## config.mk

```make
export PLATFORM = sky130hd
export DESIGN_NAME = pwm_bank
export DESIGN_NICKNAME = d
export VERILOG_FILES = /design/src/rtl/pwm_bank_pkg.sv /design/src/rtl/pwm_channel.sv /design/src/rtl/pwm_bank.sv
export SDC_FILE = /design/constraint.sdc
export NUM_CORES = 1
export LEC_CHECK = 0
export CORE_ASPECT_RATIO = 0.6
export CORE_MARGIN = 3
export CORE_UTILIZATION = 55
export DETAILED_ROUTE_END_ITERATION = 7
export MAX_ROUTING_LAYER = met4
export PLACE_DENSITY_LB_ADDON = 0.08
export SLEW_MARGIN = 10
export SYNTH_ARGS = -nofsm -noshare
export SYNTH_HDL_FRONTEND = slang
export SYNTH_SLANG_ARGS = --single-unit
```

## constraint.sdc

```tcl
create_clock -name clk -period 4.4 [get_ports clk]
set_input_delay 1.1 -clock clk [delete_from_list [all_inputs] [get_ports clk]]
set_output_delay 1.1 -clock clk [all_outputs]
set_load 0.02 [all_outputs]
```

## src/rtl/pwm_bank_pkg.sv

```systemverilog
// rtl/pwm_bank_pkg.sv - register map and CTRL bit positions for pwm_bank
package pwm_bank_pkg;

  localparam int REG_CTRL   = 0;
  localparam int REG_CH_EN  = 1;
  localparam int CH_BASE    = 4;
  localparam int CH_STRIDE  = 4;

  localparam int OFS_PER_L  = 0;
  localparam int OFS_PER_H  = 1;
  localparam int OFS_DUTY_L = 2;
  localparam int OFS_DUTY_H = 3;

  localparam int CTRL_EN     = 7;
  localparam int CTRL_CENTER = 1;
  localparam int CTRL_HOLD   = 0;

  function automatic int ch_addr(input int c, input int ofs);
    return CH_BASE + CH_STRIDE * c + ofs;
  endfunction

endpackage

```

## src/rtl/pwm_channel.sv

```systemverilog
// rtl/pwm_channel.sv - one PWM channel: counter, active period/duty, compare, period_end
// PWM_CENTER_ALIGNED_EN adds the up/down counting mode.
module pwm_channel #(
  parameter int CNT_W = 16
) (
  input  logic             clk,
  input  logic             reset,
  input  logic             tick,
  input  logic             run,
  input  logic             hold,
`ifdef PWM_CENTER_ALIGNED_EN
  input  logic             center,
`endif
  input  logic [CNT_W-1:0] stg_per,
  input  logic [CNT_W-1:0] stg_duty,
  output logic             pwm_out,
  output logic             period_end
);

  logic [CNT_W-1:0] cnt;
  logic [CNT_W-1:0] act_per;
  logic [CNT_W-1:0] act_duty;
  logic             at_top;
  logic             wrap;

  assign at_top = (cnt == act_per - CNT_W'(1));

`ifdef PWM_CENTER_ALIGNED_EN
  logic act_center;
  logic down;
  // Center mode ends its period on the way back down at zero.
  assign wrap = act_center ? (down && (cnt == '0)) : at_top;
`else
  assign wrap = at_top;
`endif

  always_ff @(posedge clk) begin
    if (reset) begin
      cnt        <= '0;
      act_per    <= '0;
      act_duty   <= '0;
      pwm_out    <= 1'b0;
      period_end <= 1'b0;
`ifdef PWM_CENTER_ALIGNED_EN
      act_center <= 1'b0;
      down       <= 1'b0;
`endif
    end else begin
      period_end <= 1'b0;
      if (!run) begin
        cnt     <= '0;
        pwm_out <= 1'b0;
`ifdef PWM_CENTER_ALIGNED_EN
        down    <= 1'b0;
`endif
        if (!hold) begin
          act_per  <= stg_per;
          act_duty <= stg_duty;
`ifdef PWM_CENTER_ALIGNED_EN
          act_center <= center;
`endif
        end
      end else if (tick) begin
        pwm_out <= (act_per != '0) && (cnt < act_duty);
        if (act_per == '0 || wrap) begin
          // Zero period reloads on every tick so a new setting can start it.
          cnt        <= '0;
          period_end <= (act_per != '0);
`ifdef PWM_CENTER_ALIGNED_EN
          down       <= 1'b0;
`endif
          if (!hold) begin
            act_per  <= stg_per;
            act_duty <= stg_duty;
`ifdef PWM_CENTER_ALIGNED_EN
            act_center <= center;
`endif
          end
`ifdef PWM_CENTER_ALIGNED_EN
        end else if (act_center && !down && at_top) begin
          down <= 1'b1;
        end else if (act_center && down) begin
          cnt <= cnt - CNT_W'(1);
`endif
        end else begin
          cnt <= cnt + CNT_W'(1);
        end
      end
    end
  end

endmodule

```

## src/rtl/pwm_bank.sv

```systemverilog
// rtl/pwm_bank.sv - N-channel double-buffered PWM bank with byte register interface
// PWM_CENTER_ALIGNED_EN enables CTRL b1 center-aligned mode.
module pwm_bank
  import pwm_bank_pkg::*;
#(
  parameter int NUM_CH   = 2,
  parameter int CNT_W    = 16,
  parameter int PRESCALE = 1,
  parameter int ADDR_W   = 7
) (
  input  logic              clk,
  input  logic              reset,
  input  logic              wr_en,
  input  logic [ADDR_W-1:0] wr_addr,
  input  logic [7:0]        wr_data,
  input  logic [ADDR_W-1:0] rd_addr,
  output logic [7:0]        rd_data,
  output logic [NUM_CH-1:0] pwm_out,
  output logic [NUM_CH-1:0] period_end
);

  localparam int PW = (PRESCALE > 1) ? $clog2(PRESCALE) : 1;

  logic              ctrl_en;
  logic              ctrl_hold;
  logic              ctrl_center;
  logic [NUM_CH-1:0] ch_en;
  logic [7:0]        per_l  [NUM_CH];
  logic [7:0]        per_h  [NUM_CH];
  logic [7:0]        duty_l [NUM_CH];
  logic [7:0]        duty_h [NUM_CH];
  logic [7:0]        rd_next;
  logic [PW-1:0]     presc;
  logic              tick;

  assign tick = (presc == PW'(PRESCALE - 1));

  always_ff @(posedge clk) begin
    if (reset || tick) presc <= '0;
    else               presc <= presc + PW'(1);
  end

  always_ff @(posedge clk) begin
    if (reset) begin
      ctrl_en     <= 1'b0;
      ctrl_hold   <= 1'b0;
      ctrl_center <= 1'b0;
      ch_en       <= '0;
      for (int c = 0; c < NUM_CH; c++) begin
        per_l[c]  <= '0;
        per_h[c]  <= '0;
        duty_l[c] <= '0;
        duty_h[c] <= '0;
      end
    end else if (wr_en) begin
      if (wr_addr == ADDR_W'(REG_CTRL)) begin
        ctrl_en   <= wr_data[CTRL_EN];
        ctrl_hold <= wr_data[CTRL_HOLD];
`ifdef PWM_CENTER_ALIGNED_EN
        ctrl_center <= wr_data[CTRL_CENTER];
`endif
      end
      if (wr_addr == ADDR_W'(REG_CH_EN)) ch_en <= wr_data[NUM_CH-1:0];
      for (int c = 0; c < NUM_CH; c++) begin
        if (wr_addr == ADDR_W'(ch_addr(c, OFS_PER_L)))  per_l[c]  <= wr_data;
        if (wr_addr == ADDR_W'(ch_addr(c, OFS_PER_H)))  per_h[c]  <= wr_data;
        if (wr_addr == ADDR_W'(ch_addr(c, OFS_DUTY_L))) duty_l[c] <= wr_data;
        if (wr_addr == ADDR_W'(ch_addr(c, OFS_DUTY_H))) duty_h[c] <= wr_data;
      end
    end
  end

  // Readback shows staged values, not what the channels are currently running.
  always_comb begin
    rd_next = 8'h00;
    if (rd_addr == ADDR_W'(REG_CTRL)) begin
      rd_next[CTRL_EN]     = ctrl_en;
      rd_next[CTRL_CENTER] = ctrl_center;
      rd_next[CTRL_HOLD]   = ctrl_hold;
    end
    if (rd_addr == ADDR_W'(REG_CH_EN)) rd_next = 8'(ch_en);
    for (int c = 0; c < NUM_CH; c++) begin
      if (rd_addr == ADDR_W'(ch_addr(c, OFS_PER_L)))  rd_next = per_l[c];
      if (rd_addr == ADDR_W'(ch_addr(c, OFS_PER_H)))  rd_next = per_h[c];
      if (rd_addr == ADDR_W'(ch_addr(c, OFS_DUTY_L))) rd_next = duty_l[c];
      if (rd_addr == ADDR_W'(ch_addr(c, OFS_DUTY_H))) rd_next = duty_h[c];
    end
  end

  always_ff @(posedge clk) begin
    if (reset) rd_data <= 8'h00;
    else       rd_data <= rd_next;
  end

  for (genvar c = 0; c < NUM_CH; c++) begin : g_ch
    logic [15:0] per_full;
    logic [15:0] duty_full;
    assign per_full  = {per_h[c], per_l[c]};
    assign duty_full = {duty_h[c], duty_l[c]};

    pwm_channel #(.CNT_W(CNT_W)) u_ch (
      .clk        (clk),
      .reset      (reset),
      .tick       (tick),
      .run        (ctrl_en & ch_en[c]),
      .hold       (ctrl_hold),
`ifdef PWM_CENTER_ALIGNED_EN
      .center     (ctrl_center),
`endif
      .stg_per    (per_full[CNT_W-1:0]),
      .stg_duty   (duty_full[CNT_W-1:0]),
      .pwm_out    (pwm_out[c]),
      .period_end (period_end[c])
    );
  end

endmodule
```

Word level (Yosys, flattened, before mapping)
Memories as Yosys holds them, arrays and structs flattened.
Index checks and enable logic that the tools add are counted.
- output and inout bits: 12
- input bits: 25
- register bits: 113
- logic and storage cells: 155
- memories: 4
- RAM bits: 64
- muxes and demuxes: 71
- add/subtract/negate cells: 5
- reduce and logical (&&, ||, !) cells: 19
- bitwise gates (word level): 15
- eq/ne operators: 24
- magnitude comparators: 2
- memory list (memory ; depth ; width ; rd ports ; clocked after Yosys merged registers in ; write ports ; RTL line ; RTL):
    duty_h ; 2 ; 8 ; 2 ; 0 ; 2 ; pwm_bank.sv:31 ; logic [7:0] duty_h [NUM_CH];
    duty_l ; 2 ; 8 ; 2 ; 0 ; 2 ; pwm_bank.sv:30 ; logic [7:0] duty_l [NUM_CH];
    per_h ; 2 ; 8 ; 2 ; 0 ; 2 ; pwm_bank.sv:29 ; logic [7:0] per_h [NUM_CH];
    per_l ; 2 ; 8 ; 2 ; 0 ; 2 ; pwm_bank.sv:28 ; logic [7:0] per_l [NUM_CH];
- operator list (kind ; number):
    $mux W16 ; 18
    $mux W8 ; 17
    $eq A7 B3 Y1 const B ; 8
    $eq A7 B4 Y1 const B ; 8
    $mux W1 ; 36
    $add A16 B1 Y16 const B ; 2
    $eq A16 B16 Y1 ; 2
    $logic_not A16 Y1 ; 2
    $lt A16 B16 Y1 ; 2
    $reduce_bool A16 Y1 ; 2
    $sub A16 B1 Y16 const B ; 2
    $eq A7 B1 Y1 const B ; 2
    $logic_not A7 Y1 ; 2
    $ne A2 B2 Y1 const B ; 4
    $or A1 B1 Y1 ; 8
    $reduce_and A2 Y1 ; 4
    $reduce_or A4 Y1 ; 2
    $not A1 Y1 ; 5
    $reduce_or A2 Y1 ; 2
    $logic_or A1 B1 Y1 ; 3
    $and A1 B1 Y1 ; 2
    $logic_and A1 B1 Y1 ; 2
    $add A1 B1 Y1 const B ; 1

Depth between registers and ports, before layout
Gate-level depths: netlist of run 1.
- depth in word-level cells: 11
- depth in mapped cells: 13
- depth with buffers taken out: 10

Hierarchy
Synthesis of run 1 repeated with hierarchy kept, for this count alone.
- cell total of the unflattened synthesis: 945
- area total of the unflattened synthesis: 9432.8 µm²
- modules (own cells, without submodules) (module ; cells an instance ; times used ; seq. area each (µm²) ; area an instance (µm²)):
    pwm_bank ; 237 ; 1 ; 2182.1 ; 3354.5
    pwm_channel at g_ch[1].u_ch ; 341 ; 1 ; 1001.0 ; 3047.9
    pwm_channel at g_ch[0].u_ch ; 367 ; 1 ; 1001.0 ; 3030.4

Worst setup path after synthesis of run 1
Ideal clock, no wire load.
- path kind: reg-to-reg
- start: register g_ch[0].u_ch.act_per[0]
- end: register g_ch[0].u_ch.cnt[10]
- setup time: 0.128 ns
- arrival: 2.819 ns
- slack: 1.454 ns
- path buffers: 3
- cell stages (with the launch flop): 14
- required time: 4.272 ns
- clock period less this slack: 2.946 ns
- cells stage by stage: dfxtp_1 -> clkbuf_1 -> inv_1 -> ha_1 -> buf_1 -> xnor2_1 -> a221oi_1 -> a41oi_1 -> nor3_1 -> nor4bb_1 -> a32oi_1 -> o21bai_1 -> clkbuf_1 -> nor2_1
- longest elaborated chain between the ends: 4
- elaborated cells on any way between the ends: 5
- classes of those cells: add/sub: 1; eq/ne: 1; mux: 1; reduce/logical: 2
- ends and longest elaborated chain (element ; RTL line ; RTL):
    from (decl) ; pwm_channel.sv:21 ; logic [CNT_W-1:0] act_per;
    from (signal assigned) ; pwm_channel.sv:57 ; act_per <= stg_per;
    from (signal assigned) ; pwm_channel.sv:73 ; act_per <= stg_per;
    $sub A16 B1 Y16 ; pwm_channel.sv:26 ; assign at_top = (cnt == act_per - CNT_W'(1));
    $eq A16 B16 Y1 ; pwm_channel.sv:26 ;
    $logic_or A1 B1 Y1 (*) ; pwm_channel.sv:65 ; if (act_per == '0 || wrap) begin
    $mux W16 (*) ; pwm_channel.sv:65 ;
    to (signal assigned) ; pwm_channel.sv:86 ; cnt <= cnt + CNT_W'(1);
    to (decl) ; pwm_channel.sv:20 ; logic [CNT_W-1:0] cnt;
Every way passes the cells marked *; elsewhere a longest branch is shown, timed or not.
A chain may end at the register's enable or synchronous reset.

Final worst setup path of run 1
- start: register g_ch[1].u_ch.act_per[2]
- end: register g_ch[1].u_ch.act_duty[13]
- longest elaborated chain between the ends: 5
- elaborated cells on any way between the ends: 6
- classes of those cells: add/sub: 1; eq/ne: 2; reduce/logical: 3
- ends and longest elaborated chain (element ; RTL line ; RTL):
    from (decl) ; pwm_channel.sv:21 ;
    from (signal assigned) ; pwm_channel.sv:57 ;
    from (signal assigned) ; pwm_channel.sv:73 ;
    $sub A16 B1 Y16 ; pwm_channel.sv:26 ;
    $eq A16 B16 Y1 ; pwm_channel.sv:26 ;
    $logic_or A1 B1 Y1 (*) ; pwm_channel.sv:65 ;
    $ne A2 B2 Y1 (no line) (*) ; - ;
    $reduce_and A2 Y1 (no line) (*) ; - ;
    to (signal assigned) ; pwm_channel.sv:58 ; act_duty <= stg_duty;
    to (signal assigned) ; pwm_channel.sv:74 ; act_duty <= stg_duty;
    to (decl) ; pwm_channel.sv:22 ; logic [CNT_W-1:0] act_duty;
Marks and branches as above.

==> results of run 1 <==
## worst paths after layout
path                           startpoint                   endpoint  slack, ns  depth (start not counted)
setup / recovery  g_ch[1].u_ch.act_per[2]  g_ch[1].u_ch.act_duty[13]       0.94                          9
hold / removal       g_ch[1].u_ch.pwm_out       g_ch[1].u_ch.pwm_out       0.49                          2
hold reg to reg      g_ch[1].u_ch.pwm_out       g_ch[1].u_ch.pwm_out       0.49                          2
setup reg to reg  g_ch[1].u_ch.act_per[2]  g_ch[1].u_ch.act_duty[13]       0.94                          9
## metrics by stage
stage	total power, uW	setup WS, ns
floorplan	2029	1.454
global placement	2151	1.124
detailed placement	2163	0.9838
CTS	3704	0.9861
global route	3820	0.7254
finish	3702	0.9388
## sequential cells by signal, indices dropped and copies added, names as in the netlist
signal	count
presc	1
g_ch.u_ch.pwm_out	2
g_ch.u_ch.cnt	32
ctrl_hold	1
duty_h	16
rd_data	8
duty_l	16
per_l	16
per_h	16
g_ch.u_ch.act_per	32
g_ch.u_ch.act_duty	32
ctrl_en	1
ch_en	2
g_ch.u_ch.period_end	2
## synth_stat cells, drive strengths merged (9+ instances only)
library cell and count:
clkbuf 26, and2 35, a21oi 28, a21o 13
o21ai 19, inv 48, and3 15, o21bai 11
ha 34, nor2 138, edfxtp 64, a31oi 9
nand2 31, xor2 30, xnor2 37, mux2i 79
nor3 27, nor4 9, buf 15, dfxtp 113
nand4 14, nand3 19, nand3b 10
## power by group
group | total (uW) | leakage (uW) | switching, uW | internal [uW]
sequential | 1840 | 0.00154 | 78.0 | 1760
clock | 1560 | 0.000296 | 741 | 820
combinational | 303 | 0.00250 | 177 | 126
total | 3700 | 0.00433 | 996 | 2710
## layer usage
layer  up-vias  wire length [um]
li1       3324                 -
met1      3451             12840
met2       379              9532
met3        14              3858
met4         0               139
met5         -                 0
## logic make-up after synthesis
| logic type | count (synthesis) | share of synthesized area |
|---|---|---|
| buffers and inverters | 89 | 0.04484 |
| multiplexers | 81 | 0.09188 |
| flip-flops | 177 | 0.4600 |
| other | 1 | 0.0004123 |
| AND/OR/NAND/NOR | 336 | 0.1880 |
| XOR/XNOR | 69 | 0.06974 |
| AO/OA/AOI/OAI | 132 | 0.09835 |
| adder cells (fa/ha/maj) | 34 | 0.04677 |
## final cells by class
type | instances | area, um^2
multi-input cells | 653 | 4517
repair buffers | 49 | 478.0
clock inverters | 15 | 181.4
clock buffers | 17 | 425.4
inverters | 48 | 180.2
flip-flops and latches | 177 | 4184
well taps | 203 | 254.0
fillers | 1267 | 5545
## layout by cell type (no fill, tap or decap), types with 3 or more instances in the layout
cell,Yosys,routed
xor2_1,30,30
buf_4,4,11
or4_1,4,4
a32oi_1,4,4
xnor2_1,37,37
nor2b_1,8,8
nor3_1,27,27
nand2_1,30,30
o31ai_1,5,5
clkdlybuf4s50_1,0,35
or2_2,3,3
a21o_1,13,13
o21bai_1,10,10
nor2_1,138,138
a31oi_1,9,9
nand3b_1,10,10
clkbuf_16,0,17
and2_1,35,35
nor3b_1,3,3
edfxtp_1,64,64
and3_1,15,15
o22ai_1,8,8
a211oi_1,5,5
mux2i_1,79,79
a21oi_1,28,28
ha_1,34,34
inv_1,48,48
nand3_1,19,19
inv_8,0,6
dfxtp_1,113,113
inv_6,0,3
nor4b_1,3,3
nand2b_1,7,7
nand4_1,14,14
a22oi_1,5,5
a2111oi_0,3,3
nor4_1,7,7
o21ai_0,18,18
## worst reg2reg max path, cell delays in order, from the launching register on
cell	delay, ns
dfxtp_1	0.40
nor4_4	0.57
nand2_2	0.14
or4_1	0.48
a2111oi_0	0.39
and4b_1	0.31
o31a_2	0.50
buf_12	0.24
mux2i_1	0.23
nor2_1	0.06
==> results.json, run 1 <==
{
  "cts.sinks": 177,
  "power_leakage_uw": 0.004332,
  "hold_violations": 0,
  "final_util": 0.6483,
  "cp_cell_sequence": "nor4_4 -> nand2_2 -> or4_1 -> a2111oi_0 -> and4b_1 -> o31a_2 -> buf_12 -> mux2i_1 -> nor2_1",
  "final_area_um2": 10220,
  "place.detailed.hpwl_mm": 20.70,
  "io_pins": 37,
  "cp-end-kind": "flip-flop",
  "synth.top_cells.by_area": "dfxtp_1 25%, edfxtp_1 21%, mux2i_1 8.7%",
  "yosysWarnings": 0,
  "worst_setup_path_start_kind": "flip-flop",
  "fin_nets": 1005,
  "powerDensity_nw_per_um2": 362.3,
  "die_w_um": 172.0,
  "routed_wl_mm": 26.37,
  "finClkSkew_ns": 0.01907,
  "cts.reportedPaths.clkPinSlew_ns": 0.08,
  "synth-main-ff-cell": "dfxtp_1",
  "num_rows": 35,
  "place.gp.congestion": 0.9912,
  "fin_crit_ns": 3.461,
  "grt_use_met1": 0.4911,
  "first_pass_iters": 5,
  "maxSlewViolCount": 0,
  "dr.first_iter.drc_count": 865,
  "routed_via_density": 6.169,
  "hp-class": "reg -> reg",
  "synth_edf_count": 64,
  "grt_use_total": 0.3104,
  "slew_headroom": 0.3139,
  "setup_viol": 0,
  "cts_buffers": 17,
  "yosysTopAreaCellShare": 0.2487,
  "syn2layout_area_growth_pct": 12.35,
  "cp_max_fo": 17,
  "htree_levels": 4,
  "async_flop_share": 0,
  "max_cap_violations": 0,
  "dp_cells": 1130,
  "cts_root_buf": "clkbuf_16",
  "synth.cell_area_um2": 9096,
  "clockBufferDepth": 2,
  "synth_top_area_cell": "dfxtp_1",
  "cp.required_ns": 4.69,
  "ys_ff_latch": 177,
  "dpl-instance-area_um2": 9613,
  "synth_nets": 978,
  "setup-tns-final_ns": 0,
  "worst-setup-path-type": "reg -> reg",
  "critPathTopFamily": "simple AND/OR/NAND/NOR gates",
  "num_vias": 7168,
  "initial_utilization": 0.5770,
  "yosys.cell_types.count": 74,
  "layoutNonFillerInstCount": 1162,
  "cts_resized": 0,
  "path_buf_inv": 1,
  "grt_pass1_vias": 6823,
  "avgSynthCellArea_um2": 9.898,
  "drc": 0,
  "drive_gt1_frac": 0.06257,
  "max_freq_mhz": 288.9,
  "arrival_ns": 3.75,
  "grt_start_max_net_pins": 51,
  "cpPeakStageDelay_ns": 0.57,
  "busiest_layer": "met1",
  "whs_ns": 0.4905,
  "finalCritPeriodShare": 0.7866,
  "ant_nets": 0,
  "met2_usage": 0.3660,
  "cts_setup_buffers": 0,
  "met3_usage": 0.1256,
  "crit_slowest_cell": "nor4_4",
  "io_buffers": 36,
  "grt_pass1_wl_mm": 40.59,
  "ctsHoldBuffers": 0,
  "dieArea_um2": 18170,
  "antenna_cells": 0,
  "syn_inst": 919,
  "fp.dieH_um": 105.6,
  "outcome": "finished clean",
  "tightestPinTransition_ns": 1.027,
  "fp.coreArea_um2": 15770,
  "grt-ovfl-total": 0,
  "cts_tree": "built",
  "ir_drop_uv": 261.6,
  "grt_antenna_before_repair": 0,
  "wl_per_cell_um": 22.69,
  "rsz0062_at_grt": "no",
  "clk_latency_ns": 0.44,
  "yosysSeqAreaShare": 0.4600
}
Note: power is estimated with default switching activity, not from simulation.
==> inputs of run 2 (changes only) <==
==> constraint.sdc (replaced) <==
create_clock -name clk -period 2.8 [get_ports clk]
set_input_delay 0.7 -clock clk [delete_from_list [all_inputs] [get_ports clk]]
set_output_delay 0.7 -clock clk [all_outputs]
set_load 0.02 [all_outputs]
==> run 2 against run 1 <==
Against the previous run: combinational power is 89% higher; design area grew 6.7%; first-iteration DRC count rose by 18%; non-clock buffer count up 64; hold slack worse by 0.0073 ns; global-route usage up 0.47 points; die area unchanged; via count increased by 6.0%; sequential power grew 57%; critical endpoint is now g_ch[0].u_ch.act_per[14]; largest cell class unchanged.
==> results.json, run 2 (synthesis gave the netlist of run 1 again) <==
{
  "outcome": "finished clean",
  "num_vias": 7600,
  "clk_latency_ns": 0.44,
  "cts.sinks": 177,
  "syn2layout_area_growth_pct": 19.90,
  "routed_wl_mm": 27.85,
  "clockBufferDepth": 2,
  "top_regs": "g_ch.u_ch.act_duty x32, g_ch.u_ch.act_per x32, g_ch.u_ch.cnt x32",
  "grt_pass1_vias": 6977,
  "fp.dieH_um": 105.6,
  "ctsHoldBuffers": 0,
  "layout_setup_ws_ns": 0.04121,
  "hold_violations": 0,
  "grt_start_max_net_pins": 29,
  "grt-ovfl-total": 0,
  "drive_gt1_frac": 0.1417,
  "layout_commonest_cell": "nor2_1",
  "cp.required_ns": 3.12,
  "ant_nets": 0,
  "powerDensity_nw_per_um2": 533.1,
  "num_rows": 35,
  "fin_crit_ns": 2.759,
  "drc": 0,
  "place.detailed.hpwl_mm": 21.58,
  "slew_headroom": 0.5527,
  "initial_utilization": 0.5770,
  "dr.first_iter.drc_count": 1023,
  "grt_pass1_wl_mm": 41.32,
  "grt_use_total": 0.3151,
  "fp.coreArea_um2": 15770,
  "cts_buffers": 17,
  "grt_antenna_before_repair": 1,
  "arrival_ns": 3.07,
  "tightestPinTransition_ns": 0.6658,
  "final_area_um2": 10910,
  "worst-setup-path-type": "reg -> reg",
  "cp-end-kind": "flip-flop",
  "io_buffers": 36,
  "final_cell_mix": "137 x nor2_1, 109 x dfxtp_1, 79 x mux2i_1",
  "max_freq_mhz": 362.5,
  "place.gp.congestion": 1.010,
  "htree_levels": 4,
  "dieArea_um2": 18170,
  "die_w_um": 172.0,
  "cts_root_buf": "clkbuf_16",
  "fin_nets": 1069,
  "power_leakage_uw": 0.004707,
  "cp_max_fo": 7,
  "cts_tree": "built",
  "finalCritPeriodShare": 0.9853,
  "n_fill_cell": 1186,
  "setup_viol": 0,
  "ir_drop_uv": 397.4,
  "wl_per_cell_um": 22.70,
  "final_util": 0.6918,
  "first_pass_iters": 7,
  "worst_setup_path_start_kind": "flip-flop",
  "io_pins": 37,
  "cts.reportedPaths.clkPinSlew_ns": 0.08,
  "maxSlewViolCount": 0,
  "pre_cts_slack_ns": -0.05119,
  "max_cap_violations": 0,
  "routed_via_density": 6.194,
  "dpl-instance-area_um2": 10100,
  "whs_ns": 0.4832,
  "hp-class": "reg -> reg",
  "finClkSkew_ns": 0.01688
}
[run 2: changes by cell type in the layout (fill, tap and decap cells not counted), moves of 4 or more]
cell and delta:
buf_12 +5, buf_4 +56, dfxtp_1 -4, dfxtp_2 +4
[run 2: worst paths after layout]
| check | start | to | cells past startpoint | slack (ns) |
|---|---|---|---|---|
| worst max register to register | g_ch[0].u_ch.act_per[3] | g_ch[0].u_ch.act_per[14] | 10 | 0.04 |
| worst min-delay path | g_ch[1].u_ch.pwm_out | g_ch[1].u_ch.pwm_out | 2 | 0.48 |
| worst min register to register | g_ch[1].u_ch.pwm_out | g_ch[1].u_ch.pwm_out | 2 | 0.48 |
| worst max-delay path | g_ch[0].u_ch.act_per[3] | g_ch[0].u_ch.act_per[14] | 10 | 0.04 |
[run 2: through the flow]
stage	power [uW]	setup TNS (ns)	cells
after global routing	5982	-0.5843	1227
after CTS	5776	0	1218
after floorplan	3188	0	919
after global placement	3424	0	1186
final	5815	0	1227
after detailed placement	3448	-0.4044	1186
[run 2: metal layers]
| layer | routed length (um) | part of all wire | GRT usage | vias to the layer above |
|---|---|---|---|---|
| met5 | 0 | 0 | - | - |
| met4 | 291 | 0.010 | 0.05410 | 0 |
| met3 | 4150 | 0.15 | 0.1451 | 31 |
| met2 | 10140 | 0.36 | 0.3646 | 432 |
| met1 | 13270 | 0.48 | 0.4918 | 3681 |
| li1 | - | - | - | 3456 |
[run 2: cell type report]
| type | instances | area (um^2) | area share |
|---|---|---|---|
| antenna | 1 | 2.502 | 0.0002294 |
| clock buffer | 18 | 439.2 | 0.04027 |
| clock inverter | 14 | 140.1 | 0.01285 |
| inverter | 48 | 180.2 | 0.01652 |
| multi-input combinational | 653 | 4628 | 0.4243 |
| sequential | 177 | 4189 | 0.3841 |
| tap | 203 | 254.0 | 0.02329 |
| timing repair buffer | 113 | 1074 | 0.09843 |
[run 2: what timing repair did]
item,CTS,global route
gates cloned,0,3
resized for setup,4,22
setup endpoints to repair,13,90
buffers inserted,0,5
pin swaps,1,6
[run 2: critical path: stages (launching register included)]
cell and delay, ns:
dfxtp_1 0.39, or4_4 0.60, nor4_2 0.24, o211ai_1 0.12, o21a_1 0.21, nand3b_1 0.26, o21ai_4 0.25, buf_12 0.16
buf_4 0.12, mux2i_1 0.20, nor2_1 0.07
[run 2: power by group]
group	internal, uW	switching [uW]	leakage (uW)
Sequential	2760	111	0.00154
Combinational	250	321	0.00288
Clock	1210	1160	0.000285
